--- config.mk ---
export PLATFORM = sky130hd
export DESIGN_NAME = fetch_unit_flat
export DESIGN_NICKNAME = d
export VERILOG_FILES = /design/src/rtl/fetch_unit_if.sv /design/src/rtl/fetch_unit.sv /design/src/flat_wrapper.sv
export SDC_FILE = /design/constraint.sdc
export NUM_CORES = 1
export LEC_CHECK = 0
export BUFFER_PORTS_ARGS = -buffer_cell sky130_fd_sc_hd__buf_2
export CORE_MARGIN = 5
export CORE_UTILIZATION = 63
export CTS_BUF_LIST = sky130_fd_sc_hd__clkbuf_8
export DETAILED_ROUTE_END_ITERATION = 10
export GPL_TIMING_DRIVEN = 0
export MAX_ROUTING_LAYER = met4
export PLACE_DENSITY_LB_ADDON = 0.08
export SKIP_CTS_REPAIR_TIMING = 1
export SLEW_MARGIN = 10
export SYNTH_ARGS = -nofsm -noshare
export SYNTH_HDL_FRONTEND = slang
export SYNTH_SLANG_ARGS = --single-unit
--- constraint.sdc ---
create_clock -name clk -period 19.5 [get_ports clk]
set_input_delay 4.875 -clock clk [delete_from_list [all_inputs] [get_ports clk]]
set_output_delay 4.875 -clock clk [all_outputs]
set_load 0.03 [all_outputs]
--- src/rtl/fetch_unit_if.sv ---
// Instruction-bus read channels between the fetch stage (master) and the memory side (slave).
interface fetch_unit_if #(
  parameter int unsigned bus_width = 32
);
  logic                 i_raddr_valid;
  logic                 i_raddr_ready;
  logic [bus_width-1:0] i_raddr;
  logic                 i_rdata_valid;
  logic                 i_rdata_ready;
  logic [bus_width-1:0] i_rdata;

  modport master (
    output i_raddr_valid, i_raddr, i_rdata_ready,
    input  i_raddr_ready, i_rdata_valid, i_rdata
  );

  modport slave (
    input  i_raddr_valid, i_raddr, i_rdata_ready,
    output i_raddr_ready, i_rdata_valid, i_rdata
  );
endinterface

--- src/rtl/fetch_unit.sv ---
// Fetch stage: credit-limited instruction-bus reads, PC-tagged instruction FIFO to decode,
// redirect with flush and discard of in-flight responses.
module fetch_unit #(
  parameter int unsigned          bus_width  = 32,
  parameter int unsigned          pc_width   = 32,
  parameter logic [pc_width-1:0]  pc_init    = '0,
  parameter int unsigned          inst_width = 32,
  parameter int unsigned          fifo_depth = 2
) (
  input  logic                  clk,
  input  logic                  rst,
  fetch_unit_if.master          ibus,
  input  logic                  jump_valid,
  input  logic [pc_width-1:0]   jump_pc,
  output logic                  inst_valid,
  input  logic                  inst_ready,
  output logic [inst_width-1:0] inst,
  output logic [pc_width-1:0]   inst_pc
);
  localparam int CW = $clog2(fifo_depth) + 1;
  localparam int AW = $clog2(fifo_depth);
  localparam logic [CW:0] DEPTH = (CW+1)'(fifo_depth);
  typedef logic [CW-1:0] cnt_t;

  logic [pc_width-1:0] fetch_pc_q, fetch_pc_d, resp_pc_q, resp_pc_d, hold_pc_q, hold_pc_d;
  cnt_t                out_q, out_d, disc_q, disc_d, cnt_q, cnt_d;
  logic                held_q, held_d, stale_q, stale_d;
  logic [AW-1:0]       wptr_q, wptr_d, rptr_q, rptr_d;
  logic [fifo_depth-1:0][inst_width-1:0] mem_inst_q;
  logic [fifo_depth-1:0][pc_width-1:0]   mem_pc_q;

  logic [CW:0]         used;
  logic                credit, req_valid, hs, rv, drop, push, pop;
  logic [pc_width-1:0] req_pc;

  assign used      = {1'b0, out_q} + {1'b0, cnt_q};
  assign credit    = used < DEPTH;
  assign req_valid = !rst && (credit || held_q);
  assign req_pc    = held_q ? hold_pc_q : fetch_pc_q;
  assign hs        = req_valid && ibus.i_raddr_ready;
  assign rv        = ibus.i_rdata_valid && !rst;
  assign drop      = rv && (disc_q != '0);
  assign push      = rv && !drop && !jump_valid;
  assign pop       = inst_valid && inst_ready && !jump_valid;

  assign ibus.i_raddr_valid = req_valid;
  assign ibus.i_raddr       = bus_width'(req_pc);
  assign ibus.i_rdata_ready = !rst;

  assign inst_valid = cnt_q != '0;
  assign inst       = mem_inst_q[rptr_q];
  assign inst_pc    = mem_pc_q[rptr_q];

  always_comb begin
    out_d      = out_q + cnt_t'(hs) - cnt_t'(rv);
    // A stale held address that finally gets accepted is owed a discard slot.
    disc_d     = disc_q - cnt_t'(drop) + cnt_t'(hs && stale_q);
    held_d     = req_valid && !ibus.i_raddr_ready;
    hold_pc_d  = req_pc;
    stale_d    = hs ? 1'b0 : stale_q;
    fetch_pc_d = (hs && !stale_q) ? fetch_pc_q + pc_width'(4) : fetch_pc_q;
    resp_pc_d  = push ? resp_pc_q + pc_width'(4) : resp_pc_q;
    cnt_d      = cnt_q + cnt_t'(push) - cnt_t'(pop);
    wptr_d     = wptr_q + AW'(push);
    rptr_d     = rptr_q + AW'(pop);
    if (jump_valid) begin
      // Everything still in flight after this cycle belongs to the old path.
      disc_d     = out_d;
      stale_d    = held_d;
      fetch_pc_d = jump_pc;
      resp_pc_d  = jump_pc;
      cnt_d      = '0;
      wptr_d     = '0;
      rptr_d     = '0;
    end
  end

  always_ff @(posedge clk or posedge rst) begin
    if (rst) begin
      fetch_pc_q <= pc_init;
      resp_pc_q  <= pc_init;
      hold_pc_q  <= pc_init;
      out_q      <= '0;
      disc_q     <= '0;
      cnt_q      <= '0;
      held_q     <= 1'b0;
      stale_q    <= 1'b0;
      wptr_q     <= '0;
      rptr_q     <= '0;
      for (int i = 0; i < int'(fifo_depth); i++) begin
        mem_inst_q[i] <= '0;
        mem_pc_q[i]   <= '0;
      end
    end else begin
      fetch_pc_q <= fetch_pc_d;
      resp_pc_q  <= resp_pc_d;
      hold_pc_q  <= hold_pc_d;
      out_q      <= out_d;
      disc_q     <= disc_d;
      cnt_q      <= cnt_d;
      held_q     <= held_d;
      stale_q    <= stale_d;
      wptr_q     <= wptr_d;
      rptr_q     <= rptr_d;
      if (push) begin
        mem_inst_q[wptr_q] <= ibus.i_rdata[inst_width-1:0];
        mem_pc_q[wptr_q]   <= resp_pc_q;
      end
    end
  end
endmodule

--- src/flat_wrapper.sv ---
// flat-port wrapper written by rule: the top's interface ports become plain ports
module fetch_unit_flat 
#(
  parameter int unsigned          bus_width  = 32,
  parameter int unsigned          pc_width   = 32,
  parameter logic [pc_width-1:0]  pc_init    = '0,
  parameter int unsigned          inst_width = 32,
  parameter int unsigned          fifo_depth = 2
)
  (clk, rst, jump_valid, jump_pc, inst_valid, inst_ready, inst, inst_pc, ibus_i_raddr_valid, ibus_i_raddr, ibus_i_rdata_ready, ibus_i_raddr_ready, ibus_i_rdata_valid, ibus_i_rdata);
  fetch_unit_if #(.bus_width(bus_width)) ibus_i ();
  input  logic clk;
  input  logic rst;
  input  logic jump_valid;
  input  logic [pc_width-1:0] jump_pc;
  output logic inst_valid;
  input  logic inst_ready;
  output logic [inst_width-1:0] inst;
  output logic [pc_width-1:0] inst_pc;
  output wire logic [$bits(ibus_i.i_raddr_valid)-1:0] ibus_i_raddr_valid;
  output wire logic [$bits(ibus_i.i_raddr)-1:0] ibus_i_raddr;
  output wire logic [$bits(ibus_i.i_rdata_ready)-1:0] ibus_i_rdata_ready;
  input wire logic [$bits(ibus_i.i_raddr_ready)-1:0] ibus_i_raddr_ready;
  input wire logic [$bits(ibus_i.i_rdata_valid)-1:0] ibus_i_rdata_valid;
  input wire logic [$bits(ibus_i.i_rdata)-1:0] ibus_i_rdata;
  assign ibus_i_raddr_valid = ibus_i.i_raddr_valid;
  assign ibus_i_raddr = ibus_i.i_raddr;
  assign ibus_i_rdata_ready = ibus_i.i_rdata_ready;
  assign ibus_i.i_raddr_ready = ibus_i_raddr_ready;
  assign ibus_i.i_rdata_valid = ibus_i_rdata_valid;
  assign ibus_i.i_rdata = ibus_i_rdata;
  fetch_unit #(.bus_width(bus_width), .pc_width(pc_width), .pc_init(pc_init), .inst_width(inst_width), .fifo_depth(fifo_depth)) u_core (.clk(clk), .rst(rst), .ibus(ibus_i), .jump_valid(jump_valid), .jump_pc(jump_pc), .inst_valid(inst_valid), .inst_ready(inst_ready), .inst(inst), .inst_pc(inst_pc));
endmodule
==> flow_summary_export.csv <==
group,metric,value,unit
floorplanning,chipWidth,141,um
cts,cts_made_buffers,39,
pwr,ir_drop,0.0885,mV
pwr,switching_share,35.8,%
synth,synth_ff_type,"dfrtp_1",
synth,syn-num-nets,914,
pwr,power_frac_clock,24.5,%
sta,finalWorstSetupSlack,8.19,ns
cts,cts_tree,"yes",
pwr,seqPwrFrac,40.6,%
synth,synth.avg_cell_area,12.9,um^2
placed_design,place_inst,1221,
setup_path,cp_data_required_time,14.62,ns
floorplanning,core,0.0166,mm^2
setup_path,critPathKind,"primary input to primary output",
min_path,hold_class,"register to register",
cts,clock_latency,0.53,ns
sta,final.setup.tns,0,ns
placed_design,post-place-ws,8.10,ns
final_layout,syn2layout_area_growth,17.7,%
floorplanning,initial_core_util,64.5,%
sta,hold_viol,0,
sta,final-max-slew-violation-count,0,
synth,synth_edf_count,0,
cts,clk_path_buf_depth,3,
routing,drc,0,
sta,period_share,58.0,%
setup_path,end_kind,"primary output",
pwr,power_density,133,mW/mm^2
setup_path,cp_data_arrival_time,6.43,ns
pwr,combPwrFrac,34.9,%
pwr,internal_power,1.08,mW
pwr,power,1.68,mW
setup_path,critical_path.max_stage_delay,0.54,ns
pwr,switching_power,601,uW
final_layout,final_nets,1123,
sta,rsz0062_at_grt,"false",
synth,netlist_area,0.0107,mm^2
sta,setup_viol,0,
sta,period_needed,11.31,ns
routing,wirelength,22800,um
synth,synth_area_leader_cell,"dfrtp_1",
floorplanning,die_h,141,um
global_route,antenna_found_initial,0,
synth,yosysMostFrequentCell,"mux2_2",
synth,synthArstFlopShare,100,%
routing,drtIter0Drc,385,
sta,fin_worst_skew,0.0228,ns
global_route,overflow,0,
routing,avgViaCountPerCell,5.62,
placed_design,routabilityCongestion,0.919,
synth,synth_warnings,0,
routing,wire_per_inst,17.7,um
setup_path,cp_max_fo,120,
routing,firstDrtPassIters,4,
synth,synthTopCellsByArea,"dfrtp_1 55%, mux2_2 25%, xnor2_1 3.1%, xor2_1 1.3%, nand2_1 1.2%",
floorplanning,die_area,0.0198,mm^2
cts,ctsRootBufferMaster,"clkbuf_8",
setup_path,slowest_stage,"inv_8",
placed_design,dp_hpwl,16200,um
final_layout,fill_cells,1151,
synth,ys_top_cells_by_count,"236 x mux2_2, 234 x dfrtp_1, 38 x xnor2_1",
flow_run,cap_violations,0,
cts,clock-sinks,234,
global_route,grt_max_degree,121,
routing,routed-via-count,7241,
pwr,leakage,5.82,nW
cts,htree_levels,2,
final_layout,final_cells,1289,
cts,clk_pin_slew,0.05,ns
placed_design,portBuffers,167,
floorplanning,io_pins,169,
synth,synth_cells,833,
synth,synth_top_area_share,54.5,%
routing,postRouteAntennaNets,0,
synth,synth_seq_cells,234,
global_route,grt_use_total,24.3,%
global_route,grt_pass1_wl,37800,um
final_layout,drive_gt1_share,43.7,%
setup_path,worstPathCellList,"buf_6, inv_8, buf_16, buf_2",
sta,worst_pin_slew,1.20,ns
sta,slew_headroom,19.0,%
status,outcome,"finished clean",
setup_path,critPathLaunchType,"primary input",
sta,fmax,88.4,MHz
synth,yosys.cell_types.count,44,
global_route,grt_pass1_vias,7461,
floorplanning,num_rows,47,
synth,seq_area_frac_synth,54.5,%
final_layout,antennaDiodeCount,0,
[critical path: cells and delay by family]
family | cells | cell delay (ns)
buf+inv | 4 | 1.46
[cells by family (layout without fill, tap and decap cells)]
kind of cell	count (synthesis)	in the layout	share of synthesized area (%)
AO/OA/AOI/OAI	71	71	4.10
XOR/XNOR	54	54	4.40
adder cells (fa/ha/maj)	11	11	1.35
buffers and inverters	64	300	2.45
flip-flops	234	234	54.5
multiplexers	238	238	24.9
AND/OR/NAND/NOR	161	161	8.23
[stage by stage]
step,util [%],hold WS (ns),area [um^2]
after global placement,71.2,0.472,11800
final,76.0,0.486,12600
after floorplan,-,0.475,10700
after detailed placement,71.4,0.478,11900
after CTS,76.0,0.491,12600
after global routing,76.0,0.506,12600
[registers in the layout (all words and copies together) (netlist names), 2 cells and up]
signal             flops
u_core.mem_inst_q     64
u_core.mem_pc_q       64
u_core.fetch_pc_q     32
u_core.hold_pc_q      32
u_core.resp_pc_q      32
u_core.cnt_q           2
u_core.disc_q          2
u_core.out_q           2
[path summary, 6_finish.rpt]
| check | from | slack [ns] | cells past startpoint | endpoint |
|---|---|---|---|---|
| max | rst | 8.19 | 4 | ibus_i_rdata_ready |
| max in group asynchronous | rst | 13.96 | 3 | u_core.mem_inst_q[63]$_DFFE_PP0P_ |
| min | u_core.hold_pc_q[26]$_DFF_PP0_ | 0.49 | 1 | u_core.hold_pc_q[26]$_DFF_PP0_ |
| max reg2reg | u_core.disc_q[1]$_DFF_PP0_ | 16.35 | 7 | u_core.mem_inst_q[1]$_DFFE_PP0P_ |
| min in group asynchronous | rst | 4.49 | 2 | u_core.hold_pc_q[4]$_DFF_PP0_ |
| min reg2reg | u_core.hold_pc_q[26]$_DFF_PP0_ | 0.49 | 1 | u_core.hold_pc_q[26]$_DFF_PP0_ |
[placed cells by master, fill, tap and decap left out, drive strengths merged, types with 18 or more instances in the layout]
cell | synthesis | layout
a21boi | 18 | 18
a21oi | 18 | 18
buf | 8 | 176
clkbuf | 32 | 82
dfrtp | 234 | 234
inv | 23 | 40
mux2 | 236 | 236
nand2 | 35 | 35
nand3 | 18 | 18
nand4 | 19 | 19
nor2 | 30 | 30
o21ai | 18 | 18
xnor2 | 38 | 38
[per-layer routing]
layer | vias up | wire length, um | track usage (%)
met4 | 0 | 478 | 7.55
met2 | 223 | 10600 | 37.0
met3 | 39 | 1360 | 4.02
met5 | - | 0 | -
met1 | 3591 | 10400 | 33.9
li1 | 3388 | - | -
[power by group through the flow]
stage	sequential, mW	combinational, mW	clock, mW
final	0.683	0.586	0.412
after floorplan	0.667	0.452	0
after detailed placement	0.689	0.591	0
after global placement	0.685	0.581	0
after global routing	0.698	0.630	0.448
after CTS	0.682	0.594	0.422
[layout make-up]
type / instances / area [um^2] / area share [%]
Inverter: 24 / 97.6 / 0.772
Clock inverter: 18 / 68.8 / 0.544
Buffer: 40 / 173 / 1.37
Tap cell: 220 / 275 / 2.18
Clock buffer: 50 / 688 / 5.44
Timing Repair Buffer: 168 / 863 / 6.83
Sequential cell: 234 / 5860 / 46.3
Multi-Input combinational cell: 535 / 4620 / 36.5
(Power assumes the default switching activity.)
